File: src/rtl/intra_pkg.sv
// Shared definitions for the 4x4 intra-prediction scheduler.
// Contents: FSM state encodings, mode count and mode encodings, and
// frame-geometry helper functions (blocks per row / per frame).
package intra_pkg;

    localparam int unsigned NUM_MODES = 8;

    // FSM state encodings
    typedef logic [2:0] state_t;
    localparam state_t ST_IDLE    = 3'd0;
    localparam state_t ST_ISSUE   = 3'd1;
    localparam state_t ST_WAIT    = 3'd2;
    localparam state_t ST_SAVE    = 3'd3;
    localparam state_t ST_ADVANCE = 3'd4;
    localparam state_t ST_DONE    = 3'd5;

    // Intra 4x4 mode encodings; bit position in the done mask
    typedef enum logic [2:0] {
        MODE_V   = 3'd0,
        MODE_H   = 3'd1,
        MODE_DDL = 3'd2,
        MODE_DDR = 3'd3,
        MODE_HU  = 3'd4,
        MODE_HD  = 3'd5,
        MODE_VL  = 3'd6,
        MODE_VR  = 3'd7
    } mode_t;

    function automatic int unsigned blocks_per_row(input int unsigned width);
        return width / 4;
    endfunction

    function automatic int unsigned blocks_per_frame(input int unsigned length,
                                                     input int unsigned width);
        return (length / 4) * (width / 4);
    endfunction

endpackage

File: src/rtl/intra_block_counter.sv
// Raster-order 4x4 block counter.
// Ports: clk, reset (sync, active-high), clear (return to block 0),
//        inc (step to next block; held at the last block),
//        mbnumber (block index), blk_row / blk_col (pixel coordinates),
//        last (current block is the final one of the frame).
module intra_block_counter #(
    parameter int unsigned LENGTH = 256,
    parameter int unsigned WIDTH  = 256
) (
    input  logic        clk,
    input  logic        reset,
    input  logic        clear,
    input  logic        inc,
    output logic [12:0] mbnumber,
    output logic [7:0]  blk_row,
    output logic [7:0]  blk_col,
    output logic        last
);
    import intra_pkg::*;

    localparam int unsigned BPR = blocks_per_row(WIDTH);
    localparam int unsigned BPF = blocks_per_frame(LENGTH, WIDTH);

    logic [5:0] row_idx;
    logic [5:0] col_idx;

    // Row/col tracked as separate indices so no divider is needed
    always_ff @(posedge clk) begin
        if (reset || clear) begin
            mbnumber <= '0;
            row_idx  <= '0;
            col_idx  <= '0;
            last     <= (BPF == 1);
        end else if (inc && !last) begin
            mbnumber <= mbnumber + 13'd1;
            if (col_idx == 6'(BPR - 1)) begin
                col_idx <= '0;
                row_idx <= row_idx + 6'd1;
            end else begin
                col_idx <= col_idx + 6'd1;
            end
            // Next index is last when the current one is second-to-last
            last <= (mbnumber == 13'(BPF - 2));
        end
    end

    assign blk_row = {row_idx, 2'b00};
    assign blk_col = {col_idx, 2'b00};

endmodule

File: src/rtl/intra4x4_scheduler.sv
// Frame sequencer for the 4x4 intra-prediction pipeline.
// Walks the frame in raster order of 4x4 blocks: pulses pred_start, gathers
// per-mode done flags, then pulses save_enable with a stable block number.
// Ports: clk, reset (sync, active-high), start, abort, pred_done[NUM_MODES];
//        pred_start, save_enable, mbnumber, blk_row, blk_col, busy,
//        frame_done, timeout_err.
// Build option: define SCHED_TIMEOUT_EN to add the WAIT watchdog
// (TIMEOUT cycles); otherwise timeout_err is tied low.
module intra4x4_scheduler #(
    parameter int unsigned LENGTH    = 256,
    parameter int unsigned WIDTH     = 256,
    parameter int unsigned NUM_MODES = intra_pkg::NUM_MODES,
    parameter int unsigned TIMEOUT   = 64
) (
    input  logic                 clk,
    input  logic                 reset,
    input  logic                 start,
    input  logic                 abort,
    input  logic [NUM_MODES-1:0] pred_done,
    output logic                 pred_start,
    output logic                 save_enable,
    output logic [12:0]          mbnumber,
    output logic [7:0]           blk_row,
    output logic [7:0]           blk_col,
    output logic                 busy,
    output logic                 frame_done,
    output logic                 timeout_err
);
    import intra_pkg::*;

    if (TIMEOUT < 1) begin : g_timeout_check
        $error("TIMEOUT must be at least 1");
    end

    state_t                state;
    state_t                state_nxt;
    logic [NUM_MODES-1:0]  mask;
    logic [NUM_MODES-1:0]  mask_nxt;
    logic [NUM_MODES-1:0]  mask_all_c;
    logic                  mask_full_c;
    logic                  wd_expired_c;
    logic                  last;
    logic                  cnt_clear;
    logic                  cnt_inc;
    logic                  pred_start_nxt;
    logic                  save_enable_nxt;
    logic                  frame_done_nxt;
    logic                  busy_nxt;

    // Completion includes bits arriving in the current WAIT cycle
    assign mask_all_c  = mask | pred_done;
    assign mask_full_c = &mask_all_c;

    // State and registered outputs
    always_ff @(posedge clk) begin
        if (reset) begin
            state       <= ST_IDLE;
            mask        <= '0;
            pred_start  <= 1'b0;
            save_enable <= 1'b0;
            frame_done  <= 1'b0;
            busy        <= 1'b0;
        end else begin
            state       <= state_nxt;
            mask        <= mask_nxt;
            pred_start  <= pred_start_nxt;
            save_enable <= save_enable_nxt;
            frame_done  <= frame_done_nxt;
            busy        <= busy_nxt;
        end
    end

    // Next-state, mask update and output decode
    always_comb begin
        state_nxt = state;
        mask_nxt  = mask;
        cnt_inc   = 1'b0;
        case (state)
            ST_IDLE: begin
                if (start) state_nxt = ST_ISSUE;
            end
            ST_ISSUE: begin
                mask_nxt  = '0;
                state_nxt = ST_WAIT;
            end
            ST_WAIT: begin
                mask_nxt = mask_all_c;
                if (mask_full_c)       state_nxt = ST_SAVE;
                else if (wd_expired_c) state_nxt = ST_ADVANCE;
            end
            ST_SAVE: begin
                state_nxt = ST_ADVANCE;
            end
            ST_ADVANCE: begin
                if (last) begin
                    state_nxt = ST_DONE;
                end else begin
                    state_nxt = ST_ISSUE;
                    cnt_inc   = 1'b1;
                end
            end
            ST_DONE: begin
                state_nxt = ST_IDLE;
            end
            default: begin
                state_nxt = ST_IDLE;
            end
        endcase

        // Abort overrides everything, including a coincident start
        if (abort) begin
            state_nxt = ST_IDLE;
            cnt_inc   = 1'b0;
        end

        cnt_clear       = (state_nxt == ST_IDLE);
        pred_start_nxt  = (state_nxt == ST_ISSUE);
        save_enable_nxt = (state_nxt == ST_SAVE);
        frame_done_nxt  = (state_nxt == ST_DONE);
        busy_nxt        = (state_nxt != ST_IDLE);
    end

`ifdef SCHED_TIMEOUT_EN
    localparam int unsigned WD_W = $clog2(TIMEOUT + 1);

    logic [WD_W-1:0] wd_cnt;
    logic            timeout_set_c;

    assign wd_expired_c  = (wd_cnt == WD_W'(TIMEOUT - 1));
    assign timeout_set_c = (state == ST_WAIT) && !mask_full_c && wd_expired_c && !abort;

    // WAIT watchdog; error flag is sticky until reset
    always_ff @(posedge clk) begin
        if (reset) begin
            wd_cnt      <= '0;
            timeout_err <= 1'b0;
        end else begin
            if (state == ST_ISSUE)     wd_cnt <= '0;
            else if (state == ST_WAIT) wd_cnt <= wd_cnt + 1'b1;
            if (timeout_set_c)         timeout_err <= 1'b1;
        end
    end
`else
    assign wd_expired_c = 1'b0;
    assign timeout_err  = 1'b0;
`endif

    intra_block_counter #(
        .LENGTH (LENGTH),
        .WIDTH  (WIDTH)
    ) u_counter (
        .clk      (clk),
        .reset    (reset),
        .clear    (cnt_clear),
        .inc      (cnt_inc),
        .mbnumber (mbnumber),
        .blk_row  (blk_row),
        .blk_col  (blk_col),
        .last     (last)
    );

endmodule

File: config.mk
export PLATFORM = sky130hd
export DESIGN_NAME = intra4x4_scheduler
export DESIGN_NICKNAME = d
export VERILOG_FILES = /design/src/rtl/intra_pkg.sv /design/src/rtl/intra_block_counter.sv /design/src/rtl/intra4x4_scheduler.sv
export SDC_FILE = /design/constraint.sdc
export NUM_CORES = 1
export LEC_CHECK = 0
export BUFFER_PORTS_ARGS = -buffer_cell sky130_fd_sc_hd__buf_2
export CORE_AREA = 8 8 74 76
export DETAILED_ROUTE_END_ITERATION = 10
export DIE_AREA = 0 0 82 84
export GPL_ROUTABILITY_DRIVEN = 0
export PLACE_DENSITY = 0.67
export SYNTH_ARGS = -nofsm -noshare
export SYNTH_HDL_FRONTEND = slang
export SYNTH_SLANG_ARGS = --single-unit
File: constraint.sdc
create_clock -name clk -period 3.1 [get_ports clk]
set_clock_uncertainty 0.1 [all_clocks]
set_input_delay 0.31 -clock clk [delete_from_list [all_inputs] [get_ports clk]]
set_output_delay 0.31 -clock clk [all_outputs]
set_load 0.02 [all_outputs]
## Word level (Yosys, flattened, before mapping)

Index checks and enable logic that the tools add are counted.

| word-level totals | value |
|---|---|
| register bits | 41 |
| input port bits | 12 |

| cells by class | value |
|---|---|
| add/sub/neg operators | 3 |
| equality and inequality tests | 9 |
| muxes and demuxes | 10 |
| bitwise operators | 1 |
| reductions and logical operators | 9 |

Operators with widths:

| cell | count |
|---|---|
| one-hot mux 8 bit (2 select lines) | 1 |
| one-hot mux 3 bit (5 select lines) | 1 |
| adder 13 x 1 -> 13 bit (second input constant) | 1 |
| == test 13 x 12 -> 1 bit (second input constant) | 1 |
| adder 6 x 1 -> 6 bit (second input constant) | 2 |
| two-way mux 3 bit | 4 |
| == test 3 x 2 -> 1 bit (second input constant) | 3 |
| bitwise OR 8 bit | 1 |
| AND reduction 8 bit | 1 |
| == test 3 x 1 -> 1 bit (second input constant) | 2 |
| == test 3 bit (second input constant) | 2 |
| == test 6 bit (second input constant) | 1 |
| logical NOT 3 bit | 2 |
| two-way mux 6 bit | 1 |
| two-way mux 1 bit | 3 |
| nonzero test 3 bit | 1 |
| AND reduction 2 bit | 1 |
| nonzero test 2 bit | 1 |
| logical AND 1 bit | 1 |
| logical NOT 1 bit | 1 |
| logical OR 1 bit | 1 |

## Longest topological paths before layout

Gate-level depths: netlist of the first run.

| depth | value |
|---|---|
| depth after elaboration | 7 |
| depth in mapped cells | 8 |

## Cells and area by module

Synthesis of the first run repeated with hierarchy kept, for this count alone.

| unflattened totals | value |
|---|---|
| cells, all modules | 227 |
| area total of the unflattened synthesis | 1999.4 µm² |

Modules (own cells, without submodules):

| module | instances | cells an instance | area an instance (µm²) | sequential area each (µm²) |
|---|---|---|---|---|
| intra_block_counter | 1 | 152 | 1321.3 | 520.5 |
| intra4x4_scheduler | 1 | 75 | 678.2 | 300.3 |

## Worst setup path after synthesis of the first run

OpenSTA, ideal clock, no wires.

| timing | value |
|---|---|
| kind | input-to-reg |
| from | input port reset |
| to | register u_counter.mbnumber[7] |
| library setup time | 0.059 ns |
| arrival | 1.787 ns |
| data required time | 2.941 ns |
| setup slack | 1.154 ns |
| stages on the path | 7 |
| buffers on the path | 3 |
| cell sequence | buf_6 > or2_0 > buf_2 > or3_1 > buf_2 > or4_1 > nand2_1 |

| on the way | value |
|---|---|
| longest elaborated chain between the ends | 1 |

RTL lines:

| item | RTL line | text |
|---|---|---|
| start: declaration | intra4x4_scheduler.sv:16 | `input logic reset,` |
| logical OR 1 bit | intra_block_counter.sv:29 | `if (reset \|\| clear) begin` |
| end signal: assignment | intra_block_counter.sv:35 | `mbnumber <= mbnumber + 13'd1;` |
| end: declaration | intra_block_counter.sv:14 | `output logic [12:0] mbnumber,` |

No other way between the ends.
A chain may end at the register's enable or synchronous reset.

## Final worst setup path of the first run

| timing | value |
|---|---|
| from | register state[0] |
| to | register u_counter.row_idx[4] |

| on the way | value |
|---|---|
| longest elaborated chain between the ends | 5 |
| elaborated cells between the ends (all ways) | 15 |
| those cells by class | 4 x eq/ne; 6 x mux; 5 x reduce/logical |

RTL lines:

| item | RTL line | text |
|---|---|---|
| start: declaration | intra4x4_scheduler.sv:35 | `state_t state;` |
| start signal: assignment | intra4x4_scheduler.sv:64 | `state <= state_nxt;` |
| == test 3 bit, or another cell as far along | intra4x4_scheduler.sv:78 | `case (state)` |
| one-hot mux 3 bit (5 select lines) or two-way mux 1 bit (tied branches) | intra4x4_scheduler.sv:78 |  |
| two-way mux 3 bit or two-way mux 1 bit (tied branches) | intra4x4_scheduler.sv:111 | `if (abort) begin` |
| logical NOT 3 bit or logical AND 1 bit (tied branches) | intra4x4_scheduler.sv:116, intra_block_counter.sv:34 |  |
| logical OR 1 bit or AND reduction 2 bit (tied branches) | - |  |
| end signal: assignment | intra_block_counter.sv:38 | `row_idx <= row_idx + 6'd1;` |
| end: declaration | intra_block_counter.sv:24 | `logic [5:0] row_idx;` |

Parallel ways exist; a longest one is shown, timed or not.

==> results of run 1 <==
[cell families after synthesis]
| kind of cell | after synthesis |
|---|---|
| muxes | 1 |
| buffers and inverters | 19 |
| adders and majority gates | 4 |
| DFF | 41 |
| and+or+nand+nor | 92 |
| other | 1 |
| xor gates and xnor gates | 11 |
| AOI/OAI and AO/OA | 49 |
[metal layers]
metal  share of wire  vias up  track usage
met3           0.083        6       0.0539
met1            0.49      766        0.161
li1                -      853            -
met4           0.012        0       0.0431
met5               0        -            0
met2            0.42       44        0.172
[through the flow]
stage / power [mW] / hold WS (ps)
floorplan: 0.585 / 377
global placement: 0.594 / 365
detailed placement: 0.595 / 374
CTS: 1.04 / 197
global route: 1.06 / 206
finish: 1.02 / 205
[how the worst max path moves through the flow]
stage,from,endpoint,slack [ps]
detailed placement,state[0],u_counter.row_idx[5],920
finish,state[0],u_counter.row_idx[4],900
floorplan,reset,u_counter.mbnumber[7],1150
global route,state[0],u_counter.row_idx[4],710
global placement,state[0],u_counter.row_idx[5],980
CTS,state[0],u_counter.row_idx[4],900
[cell usage in the layout, fill, tap and decap left out, types with 2 or more instances in the layout]
cell	count
buf_2	40
xnor2_1	2
or4_1	6
nand4_1	4
and3_1	4
nor2_1	23
o22ai_1	4
and4_1	2
clkbuf_8	6
nor3_1	6
conb_1	5
ha_1	4
nand2_1	15
or3_1	6
o31ai_1	2
o211ai_1	4
buf_4	3
a2bb2oi_1	8
nand3_1	16
o21ai_0	7
xor2_1	9
o21a_1	2
a21oi_1	19
nor2b_1	3
dfxtp_1	41
[registers in the layout, indices dropped and copies added, names as in the netlist]
register,flops
save_enable,1
state,3
frame_done,1
u_counter.row_idx,6
busy,1
mask,8
u_counter.mbnumber,13
u_counter.col_idx,6
pred_start,1
u_counter.last,1
[worst max-delay path, stage by stage, from the launching register on]
cell and delay [ps]:
dfxtp_1 500, nor3b_2 270, buf_4 220, nand3_1 310
or4_1 590, a21oi_1 140
[power breakdown]
part	internal (mW)	switching [mW]	total (mW)	leakage [nW]
clock	0.263	0.177	0.440	0.0585
combinational	0.0180	0.0298	0.0478	0.521
sequential	0.530	0.00487	0.535	0.331
[cell type report]
class	count	area share
Clock inverter	1	0.0137
Tap cell	52	0.0296
Sequential cell	41	0.373
Clock buffer	7	0.0393
Inverter	2	0.00341
Multi-Input combinational cell	162	0.439
Timing Repair Buffer	43	0.101
==> results.ini, run 1 <==
[timing]
period_share = 0.710
maxSlewViolCount = 0
setup_ws_ps = 898
clock.fmax_mhz = 454
tightest_slew_ps = 645
finalCriticalPeriod_ps = 2200
setup_tns_ps = 0
hold_viol_final = 0
setup_viol = 0
rsz0062_at_grt = no
relSlewSlack = 0.569

[layout]
antenna-diode-count = 0
multi_input_area_um2 = 966
fin_area_um2 = 2200
nets = 271
final_util = 0.516
fin_cells = 308
syn_to_final_growth_pct = 17.4
ff_latch_area_um2 = 821
drive_above_1_share = 0.207
fillers = 431

[routing]
viasPerCell = 5.42
wire_per_inst_um = 13.6
drc = 0
num_vias = 1669
wl_um = 4180
drt_iter0_drc = 90
ant_nets = 0
drt_pass1_iterations = 4

[logic_synthesis]
synthArstFlopShare = 0
synth_cell_type_count = 39
yosysTopAreaCellShare = 0.439
synth_flop_cell = dfxtp_1
synth_mux_area_frac = 0.00535
synth_compound_area_frac = 0.166
synth_edf_count = 0
synth_area_leaders = dfxtp_1, a21oi_1, nor2_1, nand3_1, xor2_1
synth_top_family_by_area = simple AND/OR/NAND/NOR gates
synth_xor_area_frac = 0.0515
synth_area_per_cell_um2 = 8.59
synthTopCellsByCount = dfxtp_1, nor2_1, a21oi_1
syn_inst = 218
synth_seq_cells = 41
synthAdderAreaFrac = 0.0267
yosysMostFrequentCell = dfxtp_1
seq_area_frac_synth = 0.439
synth_top_area_cell = dfxtp_1
netlist_area_um2 = 1870
synth_simple_gate_area_frac = 0.257
yosysWarnings = 0

[setup_path]
arrival_ps = 2330
worstReg2RegStart = state[0]
r2r_end = u_counter.row_idx[4]
start_kind = register
crit_fanout = 17
r2r_slack_ps = 900
worstSetupPathType = register to register
cp-end-kind = register
worstPathRequired_ps = 3230
rr_worst_depth = 5

[pwr]
power_density_nw_per_um2 = 465
ir_drop_v = 0.000222
leakagePower_nw = 0.910

[placed_design]
place_ws_ps = 920
port-buffer-count = 40
hpwlAfterDp_um = 3000
place_inst = 300
place_area_um2 = 2080

[global_routing]
grt.total_usage = 0.123
grt_pass1_vias = 1450
grt_overflow = 0
antenna_found_initial = 0
grt_pass1_wl_um = 6920
grt_max_degree = 20

[floorplanning]
dieWidth_um = 82
core_um2 = 4260
initial_core_util = 0.439
die_h_um = 84
io_pins = 46
rows = 24
die_area_um2 = 6890

[min_path]
hp-class = input port to register
hold_end = mask[3]
min_from = reset
hold-path-cell-count = 2

[outcome]
outcome = finished clean

[clock_tree]
post_cts_resized = 0
h-tree-depth = 2
cts_buffers = 5
clock-sinks = 41
hold_buffers = 0
clk_pin_slew_ps = 80
clk-insertion-delay-late_ps = 290
clk_path_buf_depth = 2
cts-root-buf = clkbuf_8
cts_tree = built
post_cts_buffers = 0

[run]
maxCapViolCount = 0

Note: power is estimated with default switching activity, not from simulation.
==> inputs of run 2 (changes only) <==
--- a/config.mk
+++ b/config.mk
@@ -10,7 +10,7 @@
 export DETAILED_ROUTE_END_ITERATION = 10
 export DIE_AREA = 0 0 82 84
 export GPL_ROUTABILITY_DRIVEN = 0
-export PLACE_DENSITY = 0.67
+export PLACE_DENSITY = 0.7
 export SYNTH_ARGS = -nofsm -noshare
 export SYNTH_HDL_FRONTEND = slang
 export SYNTH_SLANG_ARGS = --single-unit
==> constraint.sdc (replaced) <==
create_clock -name clk -period 1.79 [get_ports clk]
set_clock_uncertainty 0.1 [all_clocks]
set_input_delay 0.179 -clock clk [delete_from_list [all_inputs] [get_ports clk]]
set_output_delay 0.179 -clock clk [all_outputs]
set_load 0.02 [all_outputs]
==> run 2 against run 1 <==
Effect of this change: die area did not move; critical path type unchanged; design area rose by 9.9%; first-iteration DRC count decreased by 12%; highest routed layer unchanged.
==> results.ini, run 2 (same netlist as run 1, synthesis figures left out) <==
[routing]
drt_pass1_iterations = 4
wl_um = 4500
drc = 0
drt_iter0_drc = 79
viasPerCell = 5.32
wire_per_inst_um = 13.6
ant_nets = 0
num_vias = 1762

[layout]
antenna-diode-count = 0
fin_cells = 331
syn_to_final_growth_pct = 29.1
reg_top3 = u_counter.mbnumber (13), mask (8)
layout_commonest_cell = buf_2
ff_latch_area_um2 = 828
final_util = 0.567
nets = 294
drive_above_1_share = 0.315
mostFrequentLayoutCells = buf_2, dfxtp_1, nor2_1
multi_input_area_um2 = 1000
largest_register_ffs = 13
largest-register = u_counter.mbnumber
fillers = 405

[floorplanning]
core_um2 = 4260
initial_core_util = 0.439
rows = 24
die_h_um = 84
io_pins = 46
die_area_um2 = 6890
dieWidth_um = 82

[clock_tree]
clk_path_buf_depth = 2
cts_buffers = 5
clock-sinks = 41
h-tree-depth = 2
cts-root-buf = clkbuf_8
cts_tree = built
clk_pin_slew_ps = 80
clk-insertion-delay-late_ps = 290

[setup_path]
cpLargestDelayFamily = compound AO/OA/AOI/OAI gates
start_kind = register
worstSetupPathType = register to register
arrival_ps = 1850
crit_chain = buf_6, nor3b_4, nand3_2, buf_4, buf_2, o31ai_1, a21oi_2
cp-end-kind = register
crit_slowest_cell = dfxtp_4
critPathBufInv = 3
crit_fanout = 6
worstPathRequired_ps = 1870
slowest_delay_ps = 360

[global_routing]
grt_pass1_wl_um = 7360
grt_max_degree = 13
grt_overflow = 0
grt_pass1_vias = 1605
antenna_found_initial = 0
grt.total_usage = 0.131

[timing]
finalCriticalPeriod_ps = 1770
setup_viol = 0
period_share = 0.988
setup_ws_ps = 21.2
clock.fmax_mhz = 565
maxSlewViolCount = 0
hold_viol_final = 0
timing.hold.ws_ps = 110

[outcome]
outcome = finished clean

[pwr]
power_density_nw_per_um2 = 701
ir_drop_v = 0.000467
leakagePower_nw = 1.03

[placed_design]
place_inst = 320
hpwlAfterDp_um = 3310
port-buffer-count = 40
place_ws_ps = -29.8

[run]
maxCapViolCount = 0

[min_path]
hp-class = input port to register

run 2: layer usage:
layer	GRT usage	share of wire
met5	0	0
met3	0.0431	0.070
met2	0.195	0.45
met4	0.0511	0.014
met1	0.167	0.47
run 2: cell type report:
cell class / count / area share
repair buffers: 66 / 0.170
flip-flops and latches: 41 / 0.343
multi-input cells: 162 / 0.415
clock buffers: 7 / 0.0399
well taps: 52 / 0.0269
inverters: 2 / 0.00311
clock inverters: 1 / 0.00207
run 2: metrics by stage:
step           power (mW)  instance area [um2]  setup TNS, ps
2_1_floorplan        1.02                 1910          -41.4
3_3_place_gp         1.05                 2230          -20.7
3_5_place_dp         1.05                 2230          -49.0
4_1_cts              1.71                 2350              0
5_1_grt              1.77                 2420          -81.8
6_report             1.69                 2420              0
run 2: final timing paths:
| check | from | to | slack, ps | cells after the start |
|---|---|---|---|---|
| setup / recovery | state[0] | u_counter.row_idx[5] | 20 | 7 |
| hold / removal | reset | mask[4] | 110 | 3 |
| setup reg to reg | state[0] | u_counter.row_idx[5] | 20 | 7 |
| hold reg to reg | u_counter.mbnumber[11] | u_counter.mbnumber[11] | 400 | 2 |
run 2: repair_timing:
action                                  CTS  global route
endpoints found under the hold margin     0             0
gates cloned                              0             1
endpoints found under the setup margin    4            11
resized for setup                         2            14
pin swaps                                 0             5
hold buffers                              0             0
setup buffers                             0             2
run 2: tightest hold or removal path, stage by stage:
cell,delay [ps]
buf_2,80
buf_4,150
nor2_1,50
run 2: power by group:
group          switching (mW)  total [mW]  internal [mW]
Combinational          0.0613       0.109         0.0477
Clock                   0.315       0.663          0.348
Sequential            0.00449       0.921          0.917
==> inputs of run 3 (changes only) <==
--- a/config.mk
+++ b/config.mk
@@ -6,11 +6,12 @@
 export NUM_CORES = 1
 export LEC_CHECK = 0
 export BUFFER_PORTS_ARGS = -buffer_cell sky130_fd_sc_hd__buf_2
-export CORE_AREA = 8 8 74 76
+export CORE_AREA = 8 8 76 78
 export DETAILED_ROUTE_END_ITERATION = 10
-export DIE_AREA = 0 0 82 84
+export DIE_AREA = 0 0 84 86
 export GPL_ROUTABILITY_DRIVEN = 0
 export PLACE_DENSITY = 0.7
 export SYNTH_ARGS = -nofsm -noshare
 export SYNTH_HDL_FRONTEND = slang
+export SYNTH_HIERARCHICAL = 1
 export SYNTH_SLANG_ARGS = --single-unit
==> run 3 against run 2 <==
Effect of this change: routed wire length increased by 14%; register-to-register slack got worse by 70 ps; sequential cell count unchanged; power decreased by 2.3%; synthesized cell count increased by 4.1%; maximum frequency decreased by 3.7%; the flow now finishes with violations (negative setup slack); first-iteration DRC count decreased by 3.8%.
==> results.ini, run 3 <==
[logic_synthesis]
synthArstFlopShare = 0
synth_flop_cell = dfxtp_1
seq_area_frac_synth = 0.411
synth_top_area_cell = dfxtp_1
netlist_area_um2 = 2000
syn_inst = 227
synth_area_leaders = dfxtp_1, a21oi_1, a2bb2oi_1, or3_1, nand2_1
yosysWarnings = 6
yosysTopAreaCellShare = 0.411
yosysMostFrequentCell = dfxtp_1
synth_area_per_cell_um2 = 8.81
synth_cell_type_count = 52
synth_seq_cells = 41
synth_edf_count = 0
synthTopCellsByCount = dfxtp_1, a21oi_1, nand2_1

[setup_path]
worstSetupPathType = register to register
crit_slowest_cell = or4_4
cp-end-kind = register
crit_chain = nor2_4, nand2_2, nor3_4, buf_6, nand3b_1, or4_4, a21oi_2
arrival_ps = 1970
worstPathRequired_ps = 1920
slowest_delay_ps = 570
start_kind = register
crit_fanout = 7

[routing]
num_vias = 1921
wl_um = 5130
wire_per_inst_um = 14.7
drc = 0
drt_pass1_iterations = 4
drt_iter0_drc = 76
viasPerCell = 5.49
ant_nets = 0

[timing]
setup_ws_ps = -47.7
hold_viol_final = 0
finalCriticalPeriod_ps = 1840
maxSlewViolCount = 0
period_share = 1.03
setup_viol = 4
clock.fmax_mhz = 544
rsz0062_at_grt = yes

[layout]
mostFrequentLayoutCells = buf_2, dfxtp_1, buf_4
syn_to_final_growth_pct = 39.1
antenna-diode-count = 0
layout_commonest_cell = buf_2
largest-register = u_counter/mbnumber
nets = 312
reg_top3 = u_counter/mbnumber (13), mask (8)
final_util = 0.605
largest_register_ffs = 13
drive_above_1_share = 0.392
fin_area_um2 = 2780
fillers = 403

[clock_tree]
cts-root-buf = clkbuf_8
cts_tree = built
clk_path_buf_depth = 2
clock-sinks = 41
clk-insertion-delay-late_ps = 290
h-tree-depth = 2
cts_buffers = 5
hold_buffers = 0
clk_pin_slew_ps = 70

[run]
maxCapViolCount = 0

[global_routing]
grt_pass1_wl_um = 8290
grt_max_degree = 23
grt_overflow = 0
grt.total_usage = 0.134
grt_pass1_vias = 1904
antenna_found_initial = 0

[placed_design]
hpwlAfterDp_um = 3600
port-buffer-count = 40
place_area_um2 = 2410
place_ws_ps = -60.3

[pwr]
leakagePower_nw = 1.14
ir_drop_v = 0.000433
power_density_nw_per_um2 = 595
total_power_mw = 1.66

[floorplanning]
io_pins = 46
initial_core_util = 0.435
dieWidth_um = 84
core_um2 = 4600
die_area_um2 = 7220
rows = 25
die_h_um = 86

[min_path]
hp-class = input port to register

[outcome]
failed_checks = negative setup slack
outcome = finished, violations left

[run 3: changes by cell type after synthesis, sizes merged, moves of 6 or more]
cell	before	now
clkbuf	9	2
xor2	9	1
nor2	23	17
nand3	16	10
[run 3: worst paths after layout]
| path | to | start | slack [ps] | depth (start not counted) |
|---|---|---|---|---|
| max | u_counter/row_idx[2] | state[1] | -50 | 7 |
| min | mask[5] | pred_done[5] | 160 | 4 |
| max reg2reg | u_counter/row_idx[2] | state[1] | -50 | 7 |
| min reg2reg | u_counter/mbnumber[12] | u_counter/mbnumber[12] | 390 | 2 |
[run 3: metal layers]
metal,GRT usage,vias up,routed length [um]
met2,0.225,46,2540
li1,-,971,-
met5,0,-,0
met1,0.151,898,2240
met4,0.0581,0,66
met3,0.0464,6,284
[run 3: layout make-up]
class / count / area [um2] / area share
clock buffer: 7 / 86.3 / 0.0310
inverter: 6 / 22.5 / 0.00810
multi-input combinational: 170 / 1300 / 0.468
sequential: 41 / 823 / 0.296
tap: 54 / 67.6 / 0.0243
timing repair buffer: 72 / 479 / 0.172
[run 3: what timing repair did]
item,in CTS,in global routing
resized for setup,8,37
cloned,0,0
buffers inserted,3,8
endpoints found under the setup margin,10,24
pin swaps,8,13
[run 3: where the power goes]
group          leakage [nW]  internal, mW  switching (mW)
Sequential            0.332         0.918         0.00446
Clock                0.0443         0.306           0.297
Combinational         0.760        0.0564          0.0727
Total                  1.14          1.28           0.374
[run 3: logic make-up (layout without fill, tap and decap cells)]
| logic type | after synthesis | in the layout | share of synthesized area |
|---|---|---|---|
| and+or+nand+nor | 93 | 93 | 0.270 |
| DFF | 41 | 41 | 0.411 |
| adders and majority gates | 4 | 4 | 0.0250 |
| xor gates and xnor gates | 2 | 2 | 0.00876 |
| muxes | 6 | 6 | 0.0300 |
| AOI/OAI and AO/OA | 60 | 60 | 0.199 |
| buffers and inverters | 19 | 85 | 0.0526 |
| other | 2 | 5 | 0.00376 |
[run 3: worst max-delay path, delay by kind of cell, from the launching register on]
| kind | cells | cell delay (ps) |
|---|---|---|
| AOI/OAI and AO/OA | 1 | 130 |
| buffers and inverters | 1 | 120 |
| DFF | 1 | 340 |
| and+or+nand+nor | 5 | 1090 |
[run 3: through the flow]
| step | hold slack, ps | std cells | TNS (ps) |
|---|---|---|---|
| 5_1_grt | 162 | 350 | -1310 |
| 2_1_floorplan | 144 | 230 | -30.0 |
| 6_report | 156 | 350 | -120 |
| 3_5_place_dp | 377 | 334 | -206 |
| 3_3_place_gp | 369 | 334 | -5.49 |
| 4_1_cts | 147 | 344 | -33.1 |
